File: src/rtl/fib_stream_gen.sv
// Fibonacci-recurrence generator presenting element a on a valid/ready stream.
// Supports runtime reseed, wrapping or saturating add, a sticky overflow flag, an index and an optional stop count.
module fib_stream_gen #(
    parameter int unsigned       WIDTH    = 8,
    parameter logic [WIDTH-1:0]  SEED_A   = '0,
    parameter logic [WIDTH-1:0]  SEED_B   = WIDTH'(1),
    parameter int unsigned       SATURATE = 0,
    parameter int unsigned       IDX_W    = 16,
    parameter int unsigned       STOP_AT  = 0
) (
    input  logic             clk,
    input  logic             rst,
    input  logic             en,
    input  logic             load,
    input  logic [WIDTH-1:0] load_a,
    input  logic [WIDTH-1:0] load_b,
    output logic [WIDTH-1:0] out_data,
    output logic             out_valid,
    input  logic             out_ready,
    output logic             out_ovf,
    output logic [IDX_W-1:0] idx,
    output logic             done
);

    typedef enum logic [1:0] {
        S_INIT = 2'd0,
        S_EMIT = 2'd1,
        S_DONE = 2'd2
    } state_t;

    state_t           state_q, state_d;
    logic [WIDTH-1:0] a_q, a_d;
    logic [WIDTH-1:0] b_q, b_d;
    logic [IDX_W-1:0] idx_q, idx_d;
    logic             ovf_q, ovf_d;

    logic [WIDTH:0]   full;
    logic             carry;
    logic [WIDTH-1:0] sum;
    logic             beat;
    logic             stop_hit;

    always_comb begin
        full     = {1'b0, a_q} + {1'b0, b_q};
        carry    = full[WIDTH];
        sum      = (SATURATE != 0 && carry) ? '1 : full[WIDTH-1:0];
        beat     = (state_q == S_EMIT) && out_ready;
        stop_hit = (STOP_AT != 0) && (idx_q == IDX_W'(STOP_AT));

        state_d = state_q;
        a_d     = a_q;
        b_d     = b_q;
        idx_d   = idx_q;
        ovf_d   = ovf_q;

        // Load overrides any same-cycle advance; the beat is still consumed downstream.
        if (load) begin
            a_d     = load_a;
            b_d     = load_b;
            idx_d   = '0;
            ovf_d   = 1'b0;
            state_d = S_INIT;
        end else begin
            unique case (state_q)
                S_INIT: state_d = S_EMIT;
                S_EMIT: begin
                    if (beat) begin
                        if (en) begin
                            a_d   = b_q;
                            b_d   = sum;
                            idx_d = idx_q + 1'b1;
                            if (carry) ovf_d = 1'b1;
                        end
                        if (stop_hit) state_d = S_DONE;
                    end
                end
                S_DONE:  state_d = S_DONE;
                default: state_d = S_INIT;
            endcase
        end
    end

    always_ff @(posedge clk) begin
        if (rst) begin
            state_q <= S_INIT;
            a_q     <= SEED_A;
            b_q     <= SEED_B;
            idx_q   <= '0;
            ovf_q   <= 1'b0;
        end else begin
            state_q <= state_d;
            a_q     <= a_d;
            b_q     <= b_d;
            idx_q   <= idx_d;
            ovf_q   <= ovf_d;
        end
    end

    assign out_data  = a_q;
    assign out_valid = (state_q == S_EMIT);
    assign done      = (state_q == S_DONE);
    assign idx       = idx_q;
    assign out_ovf   = ovf_q;

endmodule
File: config.mk
export PLATFORM = sky130hd
export DESIGN_NAME = fib_stream_gen
export DESIGN_NICKNAME = d
export VERILOG_FILES = /design/src/rtl/fib_stream_gen.sv
export SDC_FILE = /design/constraint.sdc
export NUM_CORES = 1
export LEC_CHECK = 0
export ABC_CLOCK_PERIOD_IN_PS = 1700
export CAP_MARGIN = 20
export CORE_ASPECT_RATIO = 1.25
export CORE_MARGIN = 2
export CORE_UTILIZATION = 43
export CTS_CLUSTER_SIZE = 28
export DETAILED_ROUTE_END_ITERATION = 6
export PLACE_DENSITY = 0.73
export SYNTH_ARGS = -nofsm -noshare
export SYNTH_HDL_FRONTEND = slang
export SYNTH_SLANG_ARGS = --single-unit
File: constraint.sdc
create_clock -name clk -period 1.7 [get_ports clk]
set_clock_uncertainty 0.1 [all_clocks]
set_input_delay 0.17 -clock clk [delete_from_list [all_inputs] [get_ports clk]]
set_output_delay 0.17 -clock clk [all_outputs]
set_load 0.03 [all_outputs]
==> impl_metrics.prom <==
# TYPE chip_impl_metric gauge
chip_impl_info{name="failed_checks",value="setup timing"} 1
chip_impl_info{name="rsz0062_at_grt",value="true"} 1
chip_impl_info{name="synth_area_leaders",value="dfxtp_1 (38%), nor2_1 (9.0%), a21oi_1 (7.9%)"} 1
chip_impl_metric{name="gate_count_of_the_mapped_netlist",unit=""} 230
chip_impl_info{name="setup.worst_path.class",value="register to register"} 1
chip_impl_metric{name="number_of_failing_hold_endpoints_at_the_final_stage",unit=""} 0
chip_impl_info{name="highest-signal-layer",value="met4"} 1
chip_impl_metric{name="grt_remaining_overflow",unit=""} 0
chip_impl_metric{name="reg2regPathDepth",unit=""} 8
chip_impl_metric{name="period_needed",unit="ns"} 1.761
chip_impl_info{name="worstHoldEndpoint",value="b_q[4]$_SDFFE_PP0P_"} 1
chip_impl_info{name="synth_top_cells_by_count",value="nor2_1 (44), dfxtp_1 (35), nand2_1 (32)"} 1
chip_impl_metric{name="wl_per_cell",unit="µm"} 12.17
chip_impl_metric{name="number_of_enable_type_register_cells_in_the_synthesized_netlist",unit=""} 0
chip_impl_info{name="yosys_most_used_dff",value="dfxtp_1"} 1
chip_impl_info{name="clock_tree.root_cell",value="clkbuf_8"} 1
chip_impl_metric{name="final_max_slew_viols",unit=""} 0
chip_impl_metric{name="layout.nets",unit=""} 325
chip_impl_metric{name="setup_violations",unit=""} 3
chip_impl_metric{name="route.vias.total",unit=""} 1783
chip_impl_metric{name="syn_nets",unit=""} 261
chip_impl_metric{name="remaining_drc_errors",unit=""} 0
chip_impl_metric{name="ctsLongestPathBuffers",unit=""} 2
chip_impl_metric{name="ys_seq_area_share",unit="%"} 38.28
chip_impl_metric{name="die_area",unit="µm²"} 4798
chip_impl_metric{name="cts_hold_buffers",unit=""} 0
chip_impl_metric{name="via_count_of_the_first_global_routing_pass",unit=""} 1726
chip_impl_metric{name="htree_num_levels",unit=""} 2
chip_impl_metric{name="hold_path_depth",unit=""} 3
chip_impl_metric{name="cts_made_buffers",unit=""} 5
chip_impl_metric{name="synth-seq-cells",unit=""} 35
chip_impl_metric{name="routedLengthMet1",unit="µm"} 1846
chip_impl_metric{name="die_height",unit="µm"} 76.95
chip_impl_metric{name="place.gp.congestion",unit=""} 0.8207
chip_impl_metric{name="clk_transition_reported_paths",unit="ns"} 0.07
chip_impl_info{name="beginning_of_the_worst_hold_path",value="load_b[4]"} 1
chip_impl_metric{name="clkSinkCount",unit=""} 35
chip_impl_metric{name="final_min_period_over_clock_period",unit="%"} 103.6
chip_impl_metric{name="achievable-frequency",unit="MHz"} 567.8
chip_impl_metric{name="max_slew.worst_pin.slew",unit="ns"} 0.3198
chip_impl_metric{name="max-vdd-ir-drop",unit="mV"} 0.4931
chip_impl_metric{name="post_synth_instance_area",unit="µm²"} 1831
chip_impl_metric{name="grt.total_usage",unit="%"} 19.20
chip_impl_metric{name="synthDistinctLibCells",unit=""} 38
chip_impl_metric{name="place.detailed.hpwl",unit="µm"} 3113
chip_impl_metric{name="antenna_cells",unit=""} 0
chip_impl_metric{name="post_synth.cell_area_avg",unit="µm²"} 7.959
chip_impl_metric{name="design_area",unit="µm²"} 2689
chip_impl_metric{name="synthDominantCellAreaShare",unit="%"} 38.28
chip_impl_metric{name="layout-drive-gt1-share",unit="%"} 17.29
chip_impl_info{name="status",value="finished with violations"} 1
chip_impl_metric{name="synth-async-reset-ratio",unit="%"} 0
chip_impl_metric{name="floorplan.core_area",unit="µm²"} 4099
chip_impl_info{name="hp-class",value="primary input to register"} 1
chip_impl_metric{name="global_route_wire_length_before_repair",unit="µm"} 7431
chip_impl_metric{name="pwr_density_cell",unit="nW/µm²"} 670.9
chip_impl_metric{name="routed-wl-met3",unit="µm"} 270
chip_impl_metric{name="clock_latency",unit="ns"} 0.29
chip_impl_info{name="synth.most_common_cell",value="nor2_1"} 1
chip_impl_metric{name="max_slew_margin",unit="%"} 78.50
chip_impl_metric{name="grt_start_max_net_pins",unit=""} 19
chip_impl_metric{name="timing.max_cap.violations",unit=""} 0
chip_impl_metric{name="final.setup.worst_slack",unit="ns"} -0.06125
chip_impl_info{name="tritoncts",value="yes"} 1
chip_impl_metric{name="die_w",unit="µm"} 62.36
chip_impl_metric{name="post_drt_via_cell_ratio",unit=""} 5.080
chip_impl_metric{name="post_layout_utilization_of_the_core",unit="%"} 65.60
chip_impl_info{name="crit_path_start_kind",value="register"} 1
chip_impl_metric{name="detail_route.wirelength",unit="µm"} 4272
chip_impl_metric{name="cellLeakagePower",unit="nW"} 1.164
chip_impl_metric{name="std_cell_rows",unit=""} 26
chip_impl_metric{name="io_pins",unit=""} 48
chip_impl_metric{name="detailedRoute.firstIterationViolations",unit=""} 110
chip_impl_metric{name="yosysWarningCount",unit=""} 0
chip_impl_metric{name="syn_to_final_growth",unit="%"} 46.89
chip_impl_info{name="rr_startpoint",value="b_q[0]$_SDFFE_PP1P_"} 1
chip_impl_metric{name="reg2reg_slack",unit="ns"} -0.06
chip_impl_metric{name="floorplan.initialDensity",unit="%"} 44.66
chip_impl_metric{name="crit_required",unit="ns"} 1.78
chip_impl_metric{name="detailroute.wirelength.met2",unit="µm"} 2084
chip_impl_info{name="r2r_end",value="b_q[6]$_SDFFE_PP0P_"} 1
chip_impl_metric{name="grt_antenna_before_repair",unit=""} 0
chip_impl_metric{name="postPlaceCellArea",unit="µm²"} 2507
chip_impl_info{name="cp-end-kind",value="register"} 1
chip_impl_info{name="synth_largest_area_cell",value="dfxtp_1"} 1
chip_impl_metric{name="numPortBuffers",unit=""} 47
chip_impl_metric{name="critPathMaxFanout",unit=""} 2
chip_impl_metric{name="cp.arrival",unit="ns"} 1.84
chip_impl_metric{name="antenna_left",unit=""} 0
chip_impl_metric{name="dr.pass1.iters",unit=""} 4
==> critical path, cell delays in order, from the launching register on <==
cell	delay [ns]
dfxtp_2	0.35
ha_4	0.15
inv_2	0.04
fa_2	0.38
nor2b_4	0.16
o31ai_4	0.07
a21oi_2	0.18
xnor2_1	0.13
o22ai_1	0.08
==> cell usage in the layout, fill, tap and decap left out, types with 2 or more instances in the layout <==
cell / netlist / final
dfxtp_4: 0 / 2
a21oi_1: 29 / 28
ha_4: 0 / 2
nor3_1: 3 / 3
xnor2_1: 8 / 8
dlygate4sd2_1: 0 / 5
and4_1: 2 / 2
dfxtp_1: 35 / 28
dfxtp_2: 0 / 5
o22ai_1: 3 / 3
o21ai_1: 0 / 2
dlymetal6s2s_1: 0 / 7
nand2_1: 32 / 32
nor2_1: 44 / 44
a211oi_1: 3 / 2
clkbuf_8: 0 / 6
buf_4: 1 / 20
xor2_1: 11 / 11
nand3_1: 6 / 6
o21a_1: 2 / 2
o21ai_0: 5 / 2
ha_1: 9 / 6
clkdlybuf4s50_1: 0 / 35
inv_1: 5 / 4
==> area by class of cell <==
class | count | area, µm²
Multi-Input combinational cell | 178 | 1131
Inverter | 5 | 18.77
Sequential cell | 35 | 714.4
Tap cell | 56 | 70.07
Clock buffer | 7 | 86.33
Fill cell | 349 | 1410
Clock inverter | 1 | 5.005
Timing Repair Buffer | 69 | 663.1
==> metal layers <==
layer  up-vias  GRT usage [%]
li1        905              -
met1       818          22.10
met2        53          33.15
met3         7          5.132
met4         0          8.667
met5         -              0
==> report_power, final <==
| part | leakage (nW) | internal [mW] | switching, mW | total, mW |
|---|---|---|---|---|
| clock | 0.0482 | 0.327 | 0.307 | 0.634 |
| combinational | 0.828 | 0.156 | 0.147 | 0.304 |
| sequential | 0.288 | 0.844 | 0.0224 | 0.866 |
==> worst max path at each step <==
| stage | start | endpoint | slack (ns) | cells past startpoint |
|---|---|---|---|---|
| 2_1_floorplan | out_data[0]$_SDFFE_PP0P_ | b_q[6]$_SDFFE_PP0P_ | -0.09 | 8 |
| 3_3_place_gp | en | idx[15]$_SDFFE_PP0P_ | -0.12 | 6 |
| 3_5_place_dp | en | idx[12]$_SDFFE_PP0P_ | -0.18 | 6 |
| 4_1_cts | out_data[0]$_SDFFE_PP0P_ | b_q[3]$_SDFFE_PP0P_ | -0.07 | 6 |
| 5_1_grt | out_data[0]$_SDFFE_PP0P_ | b_q[6]$_SDFFE_PP0P_ | -0.14 | 8 |
| 6_report | b_q[0]$_SDFFE_PP1P_ | b_q[6]$_SDFFE_PP0P_ | -0.06 | 8 |
==> through the flow <==
stage	total power [mW]	setup TNS, ns	hold slack, ns	std cells	worst slack (ns)
final	1.804	-0.1508	0.3374	351	-0.06125
after global routing	1.897	-0.6922	0.3618	351	-0.1442
after CTS	1.812	-0.1527	0.3354	350	-0.07074
after detailed placement	1.171	-1.822	0.3571	342	-0.1780
after global placement	1.165	-1.120	0.3503	342	-0.1228
after floorplan	1.045	-0.1612	0.2027	230	-0.08862
==> sequential cells by signal, summed over array words and instances, names as in the netlist <==
register	count
out_ovf	1
out_data	8
b_q	8
state_q	2
idx	16
==> repair_timing <==
action	CTS	global route
setup buffers	0	1
setup endpoints to repair	10	17
gates cloned	0	0
pin swaps	7	13
hold endpoints to repair	0	0
resized for setup	14	18
==> logic make-up (layout without fill, tap and decap cells) <==
family                     after synthesis  in the layout  share of synthesized area (%)
and+or+nand+nor                        101            101                          26.11
AOI/OAI and AO/OA                       47             47                          14.42
DFF                                     35             35                          38.28
xor gates and xnor gates                19             19                          9.091
buffers and inverters                   17             82                          4.306
adders and majority gates               10             10                          7.246
muxes                                    1              1                         0.5468
(Power assumes the default switching activity.)
